===== config.mk =====
export PLATFORM = sky130hd
export DESIGN_NAME = tail_input_conditioner_flat
export DESIGN_NICKNAME = d
export VERILOG_FILES = /design/src/rtl/tail_input_conditioner_if.sv /design/src/rtl/tail_input_conditioner.sv /design/src/flat_wrapper.sv
export SDC_FILE = /design/constraint.sdc
export NUM_CORES = 1
export LEC_CHECK = 0
export BUFFER_PORTS_ARGS = -buffer_cell sky130_fd_sc_hd__clkbuf_2
export CAP_MARGIN = 20
export CORE_AREA = 2 2 87 81
export CTS_BUF_LIST = sky130_fd_sc_hd__clkbuf_4 sky130_fd_sc_hd__clkbuf_8
export DETAILED_ROUTE_END_ITERATION = 8
export DIE_AREA = 0 0 89 83
export SLEW_MARGIN = 20
export SYNTH_ARGS = -nofsm -noshare
export SYNTH_HDL_FRONTEND = slang
export SYNTH_SLANG_ARGS = --single-unit

===== constraint.sdc =====
create_clock -name clk -period 5.41 [get_ports clk]
set_clock_uncertainty 0.2 [all_clocks]
set_input_delay 0.541 -clock clk [delete_from_list [all_inputs] [get_ports clk]]
set_output_delay 0.541 -clock clk [all_outputs]
set_load 0.05 [all_outputs]

===== src/rtl/tail_input_conditioner_if.sv =====
// Dash-switch bundle between the raw switch inputs and the conditioned outputs that
// feed the tail-light controller.
interface tail_input_conditioner_if;
  logic left_raw;
  logic right_raw;
  logic brake_raw;
  logic hazard_raw;
  logic run_raw;
  logic left;
  logic right;
  logic brake;
  logic hazard;
  logic run;
  logic step_en;
  logic dimclk;

  modport master (
    output left_raw, right_raw, brake_raw, hazard_raw, run_raw,
    input  left, right, brake, hazard, run, step_en, dimclk
  );

  modport slave (
    input  left_raw, right_raw, brake_raw, hazard_raw, run_raw,
    output left, right, brake, hazard, run, step_en, dimclk
  );
endinterface


===== src/rtl/tail_input_conditioner.sv =====
// Tail-light front end: 2-flop sync and debounce of five dash switches, blink-step
// strobe generator with restart on turn/hazard activation, and dimclk PWM.
module tail_input_conditioner #(
  parameter int unsigned DEBOUNCE_CYCLES = 16,
  parameter int unsigned BLINK_DIV       = 12500000,
  parameter int unsigned DIM_PERIOD      = 8,
  parameter int unsigned DIM_DUTY        = 1
) (
  input  logic                      clk,
  input  logic                      rst,
  tail_input_conditioner_if.slave   bus
);

  localparam int unsigned NumCh  = 5;
  localparam int unsigned DebW   = (DEBOUNCE_CYCLES > 1) ? $clog2(DEBOUNCE_CYCLES) : 1;
  localparam int unsigned BlinkW = (BLINK_DIV > 2) ? $clog2(BLINK_DIV) : 1;
  localparam int unsigned DimW   = (DIM_PERIOD > 1) ? $clog2(DIM_PERIOD) : 1;

  localparam logic [DebW-1:0]   DebLast   = DebW'(DEBOUNCE_CYCLES - 1);
  localparam logic [BlinkW-1:0] BlinkLast = BlinkW'(BLINK_DIV - 1);
  localparam logic [DimW-1:0]   DimLast   = DimW'(DIM_PERIOD - 1);
  localparam logic [DimW:0]     DutyCmp   = (DimW + 1)'(DIM_DUTY);
  // Channel order {run, hazard, brake, right, left}; only left/right/hazard restart blink.
  localparam logic [NumCh-1:0]  DirMask   = 5'b01011;

  logic [NumCh-1:0]  w_raw;
  logic [NumCh-1:0]  r_sync1;
  logic [NumCh-1:0]  r_sync2;
  logic [NumCh-1:0]  r_db;
  logic [NumCh-1:0]  w_db_d;
  logic [DebW-1:0]   r_deb_cnt [NumCh];
  logic [DebW-1:0]   w_deb_cnt_d [NumCh];
  logic              w_restart;
  logic [BlinkW-1:0] r_blink_cnt;
  logic [BlinkW-1:0] w_blink_cnt_d;
  logic              r_step;
  logic              w_step_d;
  logic [DimW-1:0]   r_dim_cnt;
  logic [DimW-1:0]   w_dim_cnt_d;
  logic              r_dimclk;
  logic              w_dim_on;

  assign w_raw = {bus.run_raw, bus.hazard_raw, bus.brake_raw, bus.right_raw, bus.left_raw};

  always_comb begin
    w_db_d = r_db;
    for (int ch = 0; ch < NumCh; ch++) begin
      w_deb_cnt_d[ch] = '0;
      if (r_sync2[ch] != r_db[ch]) begin
        if (r_deb_cnt[ch] == DebLast) begin
          w_db_d[ch] = r_sync2[ch];
        end else begin
          w_deb_cnt_d[ch] = r_deb_cnt[ch] + 1'b1;
        end
      end
    end
  end

  // Restart keys off the debounced next-state so it lands on the same edge the output rises.
  assign w_restart = |(w_db_d & ~r_db & DirMask);

  always_comb begin
    w_blink_cnt_d = r_blink_cnt + 1'b1;
    w_step_d      = 1'b0;
    if (w_restart) begin
      w_blink_cnt_d = '0;
    end else if (r_blink_cnt == BlinkLast) begin
      w_blink_cnt_d = '0;
      w_step_d      = 1'b1;
    end
  end

  assign w_dim_cnt_d = (r_dim_cnt == DimLast) ? '0 : r_dim_cnt + 1'b1;

  generate
    if (DIM_DUTY == 0) begin : g_dim_off
      assign w_dim_on = 1'b0;
    end else begin : g_dim_cmp
      assign w_dim_on = ({1'b0, r_dim_cnt} < DutyCmp);
    end
  endgenerate

  always_ff @(posedge clk or negedge rst) begin
    if (!rst) begin
      r_sync1     <= '0;
      r_sync2     <= '0;
      r_db        <= '0;
      for (int ch = 0; ch < NumCh; ch++) begin
        r_deb_cnt[ch] <= '0;
      end
      r_blink_cnt <= '0;
      r_step      <= 1'b0;
      r_dim_cnt   <= '0;
      r_dimclk    <= 1'b0;
    end else begin
      r_sync1     <= w_raw;
      r_sync2     <= r_sync1;
      r_db        <= w_db_d;
      for (int ch = 0; ch < NumCh; ch++) begin
        r_deb_cnt[ch] <= w_deb_cnt_d[ch];
      end
      r_blink_cnt <= w_blink_cnt_d;
      r_step      <= w_step_d;
      r_dim_cnt   <= w_dim_cnt_d;
      r_dimclk    <= w_dim_on;
    end
  end

  assign bus.left    = r_db[0];
  assign bus.right   = r_db[1];
  assign bus.brake   = r_db[2];
  assign bus.hazard  = r_db[3];
  assign bus.run     = r_db[4];
  assign bus.step_en = r_step;
  assign bus.dimclk  = r_dimclk;

endmodule

===== src/flat_wrapper.sv =====
// flat-port wrapper written by rule: the top's interface ports become plain ports
module tail_input_conditioner_flat 
#(
  parameter int unsigned DEBOUNCE_CYCLES = 16,
  parameter int unsigned BLINK_DIV       = 12500000,
  parameter int unsigned DIM_PERIOD      = 8,
  parameter int unsigned DIM_DUTY        = 1
)
  (clk, rst, bus_left_raw, bus_right_raw, bus_brake_raw, bus_hazard_raw, bus_run_raw, bus_left, bus_right, bus_brake, bus_hazard, bus_run, bus_step_en, bus_dimclk);
  tail_input_conditioner_if bus_i ();
  input  logic clk;
  input  logic rst;
  input wire logic [$bits(bus_i.left_raw)-1:0] bus_left_raw;
  input wire logic [$bits(bus_i.right_raw)-1:0] bus_right_raw;
  input wire logic [$bits(bus_i.brake_raw)-1:0] bus_brake_raw;
  input wire logic [$bits(bus_i.hazard_raw)-1:0] bus_hazard_raw;
  input wire logic [$bits(bus_i.run_raw)-1:0] bus_run_raw;
  output wire logic [$bits(bus_i.left)-1:0] bus_left;
  output wire logic [$bits(bus_i.right)-1:0] bus_right;
  output wire logic [$bits(bus_i.brake)-1:0] bus_brake;
  output wire logic [$bits(bus_i.hazard)-1:0] bus_hazard;
  output wire logic [$bits(bus_i.run)-1:0] bus_run;
  output wire logic [$bits(bus_i.step_en)-1:0] bus_step_en;
  output wire logic [$bits(bus_i.dimclk)-1:0] bus_dimclk;
  assign bus_i.left_raw = bus_left_raw;
  assign bus_i.right_raw = bus_right_raw;
  assign bus_i.brake_raw = bus_brake_raw;
  assign bus_i.hazard_raw = bus_hazard_raw;
  assign bus_i.run_raw = bus_run_raw;
  assign bus_left = bus_i.left;
  assign bus_right = bus_i.right;
  assign bus_brake = bus_i.brake;
  assign bus_hazard = bus_i.hazard;
  assign bus_run = bus_i.run;
  assign bus_step_en = bus_i.step_en;
  assign bus_dimclk = bus_i.dimclk;
  tail_input_conditioner #(.DEBOUNCE_CYCLES(DEBOUNCE_CYCLES), .BLINK_DIV(BLINK_DIV), .DIM_PERIOD(DIM_PERIOD), .DIM_DUTY(DIM_DUTY)) u_core (.clk(clk), .rst(rst), .bus(bus_i));
endmodule

Yosys cells after proc, flatten, opt, wreduce, memory -nomap -nowiden
Index checks and enable logic that the tools add are counted.
- add/sub/neg operators: 7
- multiply operators: 0
- divide/modulo/power cells: 0
- $lt $le $gt $ge: 1
- equality and inequality tests: 12
- shift-type cells: 0
- muxes and demuxes: 25
- bitwise operators: 2
- reductions and logical operators: 1
- operators by type and width (kind ; count):
    two-way mux 24 bit ; 2
    two-way mux 4 bit ; 10
    adder 24 x 1 -> 24 bit (second input constant) ; 1
    equality test 24 bit (second input constant) ; 1
    adder 4 x 1 -> 4 bit (second input constant) ; 5
    equality test 4 bit (second input constant) ; 5
    two-way mux 1 bit ; 12
    inequality test 1 bit ; 5
    bitwise AND 4 bit ; 1
    inverter 4 bit ; 1
    adder 3 x 1 -> 3 bit (second input constant) ; 1
    equality test 3 bit (second input constant) ; 1
    less-than comparator 3 x 1 -> 1 bit (second input constant) ; 1
    two-way mux 3 bit ; 1
    OR reduction 3 bit ; 1
- register bits after elaboration: 64
- bits in latches: 0
- bits in writable memories: 0
- ROM bits: 0
- word-level logic and storage cells: 60
- memories kept: 0

Logic depth before layout (Yosys ltp)
Gate-level depths: netlist (run 1).
- word-level depth: 6
- gate-level depth with buffers: 6
- mapped depth without buffers: 5

Least setup slack after synthesis (run 1)
OpenSTA, ideal clock, no wires.
- path kind: register -> register
- from: register u_core.r_blink_cnt[0]
- to: register u_core.r_blink_cnt[18]
- library setup time: 0.088 ns
- arrival: 1.973 ns
- data required time: 5.122 ns
- setup slack: 3.149 ns
- stages on the path, launching flop included: 7
- path buffers: 1
- path through: dfrtp_1 > ha_1 > nand4_4 > or3_1 > clkbuf_2 > or4_1 > a211oi_2
- longest elaborated chain between the ends: 3
- elaborated cells on any way between the ends: 4
- RTL lines (what ; line ; text):
    start, declared ; tail_input_conditioner.sv:34 ; logic [BlinkW-1:0] r_blink_cnt;
    start signal, assigned ; tail_input_conditioner.sv:102 ; r_blink_cnt <= w_blink_cnt_d;
    adder 24 x 1 -> 24 bit / equality test 24 bit (equally long branches) ; tail_input_conditioner.sv:63, tail_input_conditioner.sv:67 ;
    two-way mux 24 bit (*) ; tail_input_conditioner.sv:67 ; end else if (r_blink_cnt == BlinkLast) begin
    two-way mux 24 bit (*) ; tail_input_conditioner.sv:65 ; if (w_restart) begin
    named net u_core.w_blink_cnt_d[18] ; tail_input_conditioner.sv:35 ; logic [BlinkW-1:0] w_blink_cnt_d;
Mark *: on every way through the listed nets, which the timed path passes. The rest lies on a longest branch.

Worst setup path in the final report (run 1)
- from: register u_core.r_blink_cnt[0]
- to: register u_core.r_blink_cnt[20]
Same word-level chain as after synthesis.

==> out/qor.txt, run 1 <==
maximum vdd drop: 0.000173 V
worst slew pin tran: 0.788 ns
Final Max Slew Viols: 0
FF+latch count, synth: 64
slowest cell delay on critical path: 0.54 ns
Synth Flop Type: dfrtp_1
wirelength, routed: 4790 µm
Largest delay share family, worst path: simple AND/OR/NAND/NOR gates
cell area after synthesis: 0.00281 mm²
RSZ-0062 raised after global routing: no
vias per inst: 5.23
NumNets Final: 276
mean post-synth cell area: 11.6 µm²
FF/Latch Area: 0.00160 mm²
CTS clk-pin slew, worst paths: 0.07 ns
DR WL/cell: 13.5 µm
Hold Vio Cnt, Final: 0
Die Width: 89 µm
Syn Inst Count: 242
diode count: 0
Sink Count: 64
fin crit period: 2.46 ns
Post-synth EDFFs: 0
DRC viols: 0
Non-Filler Instances: 356
placed cell count: 340
IO Count: 14
Yosys top cell by area: dfrtp_1
Synth warnings: 0
crit end category: register
clk root buf: clkbuf_8
drt initial violations: 84
most frequent cells in the layout: 64 x dfrtp_1, 24 x nor3_1, 23 x xnor2_1, 13 x clkbuf_2
Initial Utilization: 0.436
Final WS setup: 2.95 ns
Area Overhead vs Synth: 14.0%
headroom to the max-slew limit: 0.474
Post-CTS Hold Fix Bufs: 0
drt first pass iters: 4
max-cap violations: 0
pin count of the biggest net entering global routing: 65
post-route ant nets: 0
Placer Congestion: 0.716
kind of critical path: register to register
Tcrit/Tclk final: 0.455
ranking of synthesized cells by area: dfrtp_1 57%, xnor2_1 7.2%, nor3_1 4.3%
fill count: 600
status: finished, final reports clean
top-area cell type share of the netlist area: 0.569
CTS resizes: 0
number of I/O port buffers: 13
routed via count: 1861
hold crit path type: input pin to register
Unique masters post-synth: 34
sequential-to-total area share from yosys stat: 0.569
TritonCTS clock tree: yes
grt ovf: 0
worst path cell trace: ha_1 -> nand4_4 -> or3_1 -> or4_1 -> a211oi_2
Crit Path Max Fanout: 7
CP Data Required Time: 5.45 ns
worst path bufs/invs: 0
pre-CTS setup slack: 2.88 ns
slowest stage cell, crit path: or3_1
Setup Buffers After CTS: 0
Static Leak: 1.36 nW
Die H: 83 µm
Final setup viols: 0
Arr. time, crit path: 2.51 ns
Reg2Reg Setup Slack: 2.95 ns
area of the die: 0.00739 mm²
setup TNS: 0 ns
number of global-route vias before repair: 1816
initial antenna violation count: 0
fmax: 0.406 GHz
post-DP HPWL: 2980 µm
Worst-Skew Late Latency: 0.34 ns
H-tree Lvls: 3
most common cell after layout, fill and taps aside: dfrtp_1
Core ar.: 0.00645 mm²
total CTS buffers: 9
clk buf depth: 2
Startpoint Class: register
async set or reset register ratio after synthesis: 1.00
syn nets: 257
power density cells: 325 mW/mm²
share of layout cells above drive strength 1: 0.165
multi-input logic area: 0.00116 mm²
first-pass GRT wire length: 8350 µm
cell row count: 28
Global Route Usage Sum: 0.145
==> cell type report <==
cell class	instances	area share
timing repair buffer	15	0.0250
clock buffer	9	0.0386
tap	90	0.0351
clock inverter	7	0.0301
sequential	64	0.500
multi-input combinational	164	0.363
inverter	7	0.00820
==> power by group <==
group          leakage (nW)  switching, mW  total [mW]  internal [mW]
sequential            0.836         0.0344       0.539          0.505
clock                 0.101          0.186       0.445          0.259
combinational         0.421         0.0288      0.0559         0.0270
total                  1.36          0.250        1.04          0.791
==> final timing paths <==
path / startpoint / endpoint / cells after the start
max: u_core.r_blink_cnt[0] / u_core.r_blink_cnt[20] / 5
min: bus_right_raw / u_core.r_sync1[1] / 1
max reg2reg: u_core.r_blink_cnt[0] / u_core.r_blink_cnt[20] / 5
min reg2reg: u_core.r_sync1[2] / u_core.r_sync2[2] / 0
max in group asynchronous: rst / u_core.r_db[3] / 2
min in group asynchronous: rst / async pin / 2
==> sequential cells by signal, indices dropped and copies added (netlist names), named ones only <==
signal / count
u_core.bus.dimclk: 1
u_core.r_dim_cnt: 3
u_core.r_db: 4
u_core.bus.step_en: 1
u_core.r_blink_cnt: 24
u_core.r_sync1: 5
u_core.r_deb_cnt: 20
u_core.r_sync2: 5
==> metrics by stage <==
| step | hold WS [ns] | instance area (µm²) | power (mW) | util |
|---|---|---|---|---|
| 2_1_floorplan | 0.0454 | 2810 | 0.580 | - |
| 6_report | 0.102 | 3210 | 1.04 | 0.497 |
| 3_5_place_dp | 0.135 | 2980 | 0.605 | 0.462 |
| 4_1_cts | 0.0803 | 3200 | 1.06 | 0.497 |
| 5_1_grt | 0.0740 | 3210 | 1.09 | 0.497 |
| 3_3_place_gp | 0.132 | 2980 | 0.604 | 0.462 |
==> worst register-to-register path: stages, from the launching register on <==
cell and delay [ns]:
dfrtp_1 0.43, ha_1 0.28, nand4_4 0.18, or3_1 0.54
or4_1 0.52, a211oi_2 0.22
==> routing by layer <==
| layer | global-route usage | share of wire | up-vias |
|---|---|---|---|
| met5 | 0 | 0 | - |
| met4 | 0.0488 | 0.015 | 0 |
| met3 | 0.0626 | 0.034 | 6 |
| met2 | 0.211 | 0.45 | 30 |
| met1 | 0.195 | 0.50 | 898 |
| li1 | - | - | 927 |
==> synthesized netlist by cell type (2+ instances only) <==
master / number
nor3b_1: 3
o31ai_1: 6
buf_2: 2
clkbuf_1: 3
nand3_1: 12
mux2_2: 5
o21ai_0: 4
inv_1: 7
a311oi_1: 2
nand2_1: 7
nor2b_1: 7
nor2_1: 11
or4_1: 6
a211oi_2: 4
xor2_1: 2
nand4b_1: 3
or3_1: 3
and3_1: 4
nand4_1: 5
nor3_1: 24
dfrtp_1: 64
a21oi_1: 6
nor4_1: 5
ha_1: 8
xnor2_1: 23
a31oi_1: 2
a211oi_1: 3
nand3b_1: 3
a21o_1: 2
clkbuf_2: 2
==> kinds of logic (layout without fill, tap and decap cells) <==
logic type | Yosys count | after routing | synth area share
flip-flops | 64 | 64 | 0.569
AO/OA/AOI/OAI | 29 | 29 | 0.0756
XOR/XNOR | 25 | 25 | 0.0778
adder cells (fa/ha/maj) | 8 | 8 | 0.0356
AND/OR/NAND/NOR | 97 | 97 | 0.201
buffers and inverters | 14 | 38 | 0.0205
multiplexers | 5 | 5 | 0.0200
(Power assumes the default switching activity.)
==> inputs of run 2 (changes only) <==
==> constraint.sdc (replaced) <==
create_clock -name clk -period 2 [get_ports clk]
set_clock_uncertainty 0.2 [all_clocks]
set_input_delay 0.2 -clock clk [delete_from_list [all_inputs] [get_ports clk]]
set_output_delay 0.2 -clock clk [all_outputs]
set_load 0.05 [all_outputs]
==> run 2 against run 1 <==
  * Global-route usage is 1.3 points higher
  * Cell count up 12%
  * Design area grew 12%
  * Die area is the same
  * Register-to-register slack lost 2.9 ns
  * Critical endpoint is now u_core.r_blink_cnt[18]
  * Highest routed layer unchanged
==> out/qor.txt, run 2 (synthesis gave the netlist of run 1 again) <==
status: finished, final reports clean
post-DP HPWL: 3440 µm (+16%)
Switching Share: 0.252 (+0.0122)
IO Count: 14 (unchanged)
Cell Area, Placed: 0.00325 mm² (+9.1%)
most frequent cells in the layout: 62 x dfrtp_1, 36 x buf_4, 24 x nor3_1, 23 x xnor2_1, 13 x clkbuf_2
Largest register FFs: 24 (unchanged)
RSZ-0062 raised after global routing: yes
most common cell after layout, fill and taps aside: dfrtp_1
Area Overhead vs Synth: 27.5%
P_int: 2.09 mW (+160%)
grt ovf: 0 (unchanged)
max-cap violations: 0 (unchanged)
Sink Count: 64 (unchanged)
pin count of the biggest net entering global routing: 65 (unchanged)
slowest cell delay on critical path: 0.49 ns (-0.05 ns)
Final setup viols: 0 (unchanged)
Clock power frac: 0.389 (-0.039)
CTS clk-pin slew, worst paths: 0.07 ns (about the same)
hold crit path type: register to register
Comb power frac: 0.099 (+0.045)
cell row count: 28 (unchanged)
share of layout cells above drive strength 1: 0.293 (+0.128)
wirelength, routed: 5180 µm (+8.2%)
power density cells: 781 mW/mm² (+140%)
Die H: 83 µm (unchanged)
CP Data Required Time: 2.06 ns (-3.39 ns)
H-tree Lvls: 3 (unchanged)
Net Sw Power: 706 µW (+180%)
Static Leak: 1.58 nW (+17%)
biggest regs: u_core.r_blink_cnt (24), u_core.r_deb_cnt (20)
fill count: 568 (-5.3%)
number of global-route vias before repair: 2003 (+10%)
clk buf depth: 2 (unchanged)
Core ar.: 0.00645 mm² (unchanged)
Die Width: 89 µm (unchanged)
crit end category: register
Placer Congestion: 0.757 (+5.7%)
Startpoint Class: register
kind of critical path: register to register
sequential fraction of design power: 0.512 (-0.006)
headroom to the max-slew limit: 0.755 (+0.281)
Global Route Usage Sum: 0.159 (+0.0134)
maximum vdd drop: 0.000429 V (+150%)
Arr. time, crit path: 2.03 ns (-0.48 ns)
worst path cell trace: ha_4 -> nand4_4 -> or3_4 -> or4_4 -> a211oi_2
DR WL/cell: 13.1 µm (-3.0%)
Final Max Slew Viols: 0 (unchanged)
final instance area: 0.00359 mm² (+12%)
Overall Power: 2.80 mW (+170%)
Initial Utilization: 0.436 (unchanged)
worst slew pin tran: 0.364 ns (-0.424 ns)
total CTS buffers: 9 (unchanged)
worst hold margin: 0.148 ns (+0.0459 ns)
routed via count: 2001 (+7.5%)
Hold Vio Cnt, Final: 0 (unchanged)
NumNets Final: 318 (+15%)
setup TNS: 0 ns (unchanged)
diode count: 0 (unchanged)
Util after Layout: 0.556 (+0.0590)
Crit Path Max Fanout: 5 (-2)
fmax: 0.508 GHz (+25%)
fin crit period: 1.97 ns (-0.495 ns)
area of the die: 0.00739 mm² (unchanged)
Tcrit/Tclk final: 0.984 (+0.529)
first-pass GRT wire length: 9150 µm (+9.6%)
slowest stage cell, crit path: or4_4
drt first pass iters: 4 (unchanged)
drt initial violations: 126 (+50%)
initial antenna violation count: 0 (unchanged)
vias per inst: 5.04 (-3.6%)
DRC viols: 0 (unchanged)
post-route ant nets: 0 (unchanged)
number of I/O port buffers: 13 (unchanged)
Worst-Skew Late Latency: 0.34 ns (about the same)
TritonCTS clock tree: yes
clk root buf: clkbuf_8
largest register by flop count: u_core.r_blink_cnt
## run 2: critical path: cells and delay by family, from the launching register on
family          cells  cell delay, ns
compound gates      1            0.19
fa+ha+maj           1            0.17
simple gates        3            0.92
flops               1            0.41
## run 2: path summary, 6_finish.rpt
kind                                            start                      to  slack [ns]  cells past startpoint
min in group asynchronous                         rst     u_core.r_deb_cnt[8]        0.21                      3
worst min register to register      u_core.r_sync1[2]       u_core.r_sync2[2]        0.15                      0
max in group asynchronous                         rst   u_core.r_blink_cnt[0]        1.10                      3
worst max-delay path            u_core.r_blink_cnt[1]  u_core.r_blink_cnt[18]        0.03                      5
worst max register to register  u_core.r_blink_cnt[1]  u_core.r_blink_cnt[18]        0.03                      5
worst min-delay path                u_core.r_sync1[2]       u_core.r_sync2[2]        0.15                      0
## run 2: layout make-up
type	count	area [µm²]	area share
multi-input cells	164	1220	0.341
well taps	90	113	0.0314
clock inverters	6	70.1	0.0195
repair buffers	57	427	0.119
inverters	7	26.3	0.00733
flip-flops and latches	64	1600	0.447
clock buffers	9	124	0.0345
## run 2: power groups by stage
stage	Combinational, mW	Sequential [mW]	Clock [mW]
finish	0.278	1.43	1.09
global placement	0.233	1.46	0
floorplan	0.103	1.47	0
detailed placement	0.237	1.46	0
CTS	0.248	1.44	1.12
global route	0.314	1.45	1.19
## run 2: per-stage QoR
stage          instances  worst slack, ns
2_1_floorplan        242          -0.0884
3_3_place_gp         370           0.0252
3_5_place_dp         370          -0.0342
4_1_cts              392          -0.0160
5_1_grt              397          -0.0429
6_report             397           0.0320
## run 2: timing repair
| action | in CTS | in global routing |
|---|---|---|
| pin swaps | 2 | 4 |
| hold buffers | 6 | 0 |
| buffers inserted | 1 | 5 |
| gates resized for setup | 2 | 6 |
| setup endpoints to repair | 5 | 13 |
| endpoints found under the hold margin | 69 | 0 |
## run 2: per-layer routing
metal,wire (µm),track usage,vias to the layer above
met5,0,0,-
met4,126,0.0733,0
met3,141,0.0527,12
met2,2350,0.229,23
met1,2570,0.215,957
li1,-,-,1009
==> inputs of run 3 (changes only) <==
--- a/config.mk
+++ b/config.mk
@@ -7,10 +7,10 @@
 export LEC_CHECK = 0
 export BUFFER_PORTS_ARGS = -buffer_cell sky130_fd_sc_hd__clkbuf_2
 export CAP_MARGIN = 20
-export CORE_AREA = 2 2 87 81
+export CORE_AREA = 2 2 68 102
 export CTS_BUF_LIST = sky130_fd_sc_hd__clkbuf_4 sky130_fd_sc_hd__clkbuf_8
 export DETAILED_ROUTE_END_ITERATION = 8
-export DIE_AREA = 0 0 89 83
+export DIE_AREA = 0 0 70 104
 export SLEW_MARGIN = 20
 export SYNTH_ARGS = -nofsm -noshare
 export SYNTH_HDL_FRONTEND = slang
==> run 3 against run 2 <==
  * Utilization shrank 0.62 points
  * Combinational power shrank 13%
  * Via count grew 1.9%
  * Non-clock buffer count shrank 1
  * Register-to-register slack is essentially flat
  * Die area shrank 1.4%
  * Global-route usage shrank 0.066 points
  * Routed wire length grew 0.89%
  * Sequential share of layout area grew 0.86 points
==> out/qor.txt, run 3 (synthesis gave the netlist of run 1 again) <==
P_int: 1.96 mW (-6.4%)
Comb power frac: 0.092 (-0.007)
Largest delay share family, worst path: simple AND/OR/NAND/NOR gates
wirelength, routed: 5230 µm (+0.89%)
CTS clk-pin slew, worst paths: 0.07 ns (about the same)
post-DP HPWL: 3710 µm (+7.7%)
first-pass GRT wire length: 9110 µm (-0.38%)
Non-Filler Instances: 382 (-3.8%)
DR WL/cell: 13.7 µm (+4.8%)
largest register by flop count: u_core.r_blink_cnt
IO Count: 14 (unchanged)
Die H: 104 µm (+25%)
Net Sw Power: 655 µW (-7.3%)
RSZ-0062 raised after global routing: yes
H-tree Lvls: 3 (unchanged)
FF/Latch Area: 0.00160 mm² (unchanged)
max-cap violations: 0 (unchanged)
vias per inst: 5.34 (+6.0%)
most frequent cells in the layout: 62 x dfrtp_1, 35 x buf_4, 24 x nor3_1, 23 x xnor2_1, 13 x clkbuf_2
pin count of the biggest net entering global routing: 65 (unchanged)
Initial Utilization: 0.440 (+0.00341)
hold crit path type: register to register
Final WS setup: 0.0285 ns (-0.00352 ns)
drt initial violations: 117 (-7.1%)
cell row count: 36 (+29%)
post-route ant nets: 0 (unchanged)
Util after Layout: 0.550 (-0.00621)
Worst-Skew Late Latency: 0.34 ns (about the same)
Final setup viols: 0 (unchanged)
most common cell after layout, fill and taps aside: dfrtp_1
NumNets Final: 317 (-0.31%)
Global Route Usage Sum: 0.158 (-0.000659)
headroom to the max-slew limit: 0.754 (-0.00136)
number of global-route vias before repair: 2074 (+3.5%)
diode count: 0 (unchanged)
kind of critical path: register to register
multi-input logic area: 0.00121 mm² (-0.82%)
worst slew pin tran: 0.366 ns (+0.00129 ns)
grt ovf: 0 (unchanged)
number of I/O port buffers: 13 (unchanged)
placed cell count: 360 (-2.7%)
fin crit period: 1.97 ns (+0.00352 ns)
Core ar.: 0.00640 mm² (-0.78%)
worst path bufs/invs: 0 (unchanged)
Final Max Slew Viols: 0 (unchanged)
Crit Path Max Fanout: 6 (+1)
Switching Share: 0.250 (-0.00181)
area of the die: 0.00728 mm² (-1.4%)
biggest regs: u_core.r_blink_cnt (24), u_core.r_deb_cnt (20)
clk buf depth: 2 (unchanged)
Clock power frac: 0.356 (-0.033)
Tcrit/Tclk final: 0.986 (+0.00176)
Placer Congestion: 0.823 (+8.7%)
Arr. time, crit path: 2.03 ns (about the same)
Startpoint Class: register
slowest stage cell, crit path: or4_4
global routing usage on met2: 0.272 (+0.0428)
initial antenna violation count: 0 (unchanged)
drt first pass iters: 4 (unchanged)
GRT met1 Usage: 0.171 (-0.0436)
worst path cell trace: ha_4 -> nand4_4 -> or3_4 -> or4_4 -> a211oi_2
routed via count: 2040 (+1.9%)
slowest cell delay on critical path: 0.49 ns (about the same)
Die Width: 70 µm (-21%)
fmax: 0.507 GHz (-0.18%)
total CTS buffers: 9 (unchanged)
pre-CTS setup slack: -0.0785 ns (-0.0443 ns)
TritonCTS clock tree: yes
power density cells: 743 mW/mm² (-4.9%)
clk root buf: clkbuf_8
Area Overhead vs Synth: 25.1%
maximum vdd drop: 0.000421 V (-1.7%)
Static Leak: 1.58 nW (-0.40%)
share of layout cells above drive strength 1: 0.284 (-0.00885)
DRC viols: 0 (unchanged)
Sink Count: 64 (unchanged)
Largest register FFs: 24 (unchanged)
CP Data Required Time: 2.05 ns (about the same)
Top Usage Layer GRT: met2
setup TNS: 0 ns (unchanged)
fill count: 581 (+2.3%)
status: finished, final reports clean
sequential fraction of design power: 0.551 (+0.039)
crit end category: register
Overall Power: 2.61 mW (-6.7%)
met3 Use GR: 0.0523 (-0.000358)
Hold Vio Cnt, Final: 0 (unchanged)
[run 3: area by class of cell]
| type | count | share of cell area |
|---|---|---|
| sequential | 64 | 0.456 |
| multi-input combinational | 164 | 0.345 |
| timing repair buffer | 56 | 0.119 |
| clock buffer | 11 | 0.0395 |
| tap | 76 | 0.0270 |
| inverter | 7 | 0.00747 |
| clock inverter | 4 | 0.00640 |
[run 3: repair_timing]
action / in CTS / in global routing
endpoints found under the hold margin: 69 / 0
setup endpoints to repair: 6 / 24
hold buffers: 6 / 0
setup buffers: 1 / 0
resized for setup: 4 / 2
pin swaps: 1 / 5
[run 3: metrics by stage]
step	hold WS (ns)	area [µm²]
floorplan	-0.296	2850
global placement	0.0448	3260
detailed placement	0.0449	3260
CTS	0.152	3510
global route	0.156	3520
finish	0.148	3520
[run 3: worst paths after layout]
check                                            from                      to  slack, ns  depth (start not counted)
min in group asynchronous                         rst     u_core.r_deb_cnt[4]       0.22                          3
worst max register to register  u_core.r_blink_cnt[1]  u_core.r_blink_cnt[18]       0.03                          5
max in group asynchronous                         rst   u_core.r_blink_cnt[2]       1.11                          3
worst min register to register      u_core.r_sync1[2]       u_core.r_sync2[2]       0.15                          0
worst min-delay path                u_core.r_sync1[2]       u_core.r_sync2[2]       0.15                          0
worst max-delay path            u_core.r_blink_cnt[1]  u_core.r_blink_cnt[18]       0.03                          5
[run 3: routing by layer]
layer | vias to the layer above | wire length [µm]
met5 | - | 0
li1 | 999 | -
met2 | 24 | 2850
met4 | 0 | 121
met1 | 1004 | 2110
met3 | 13 | 148
[run 3: power groups by stage]
stage	combinational [mW]	sequential [mW]	clock (mW)
detailed placement	0.233	1.46	0
CTS	0.247	1.44	0.965
floorplan	0.103	1.47	0
global placement	0.232	1.46	0
global route	0.276	1.45	1.02
finish	0.242	1.44	0.931
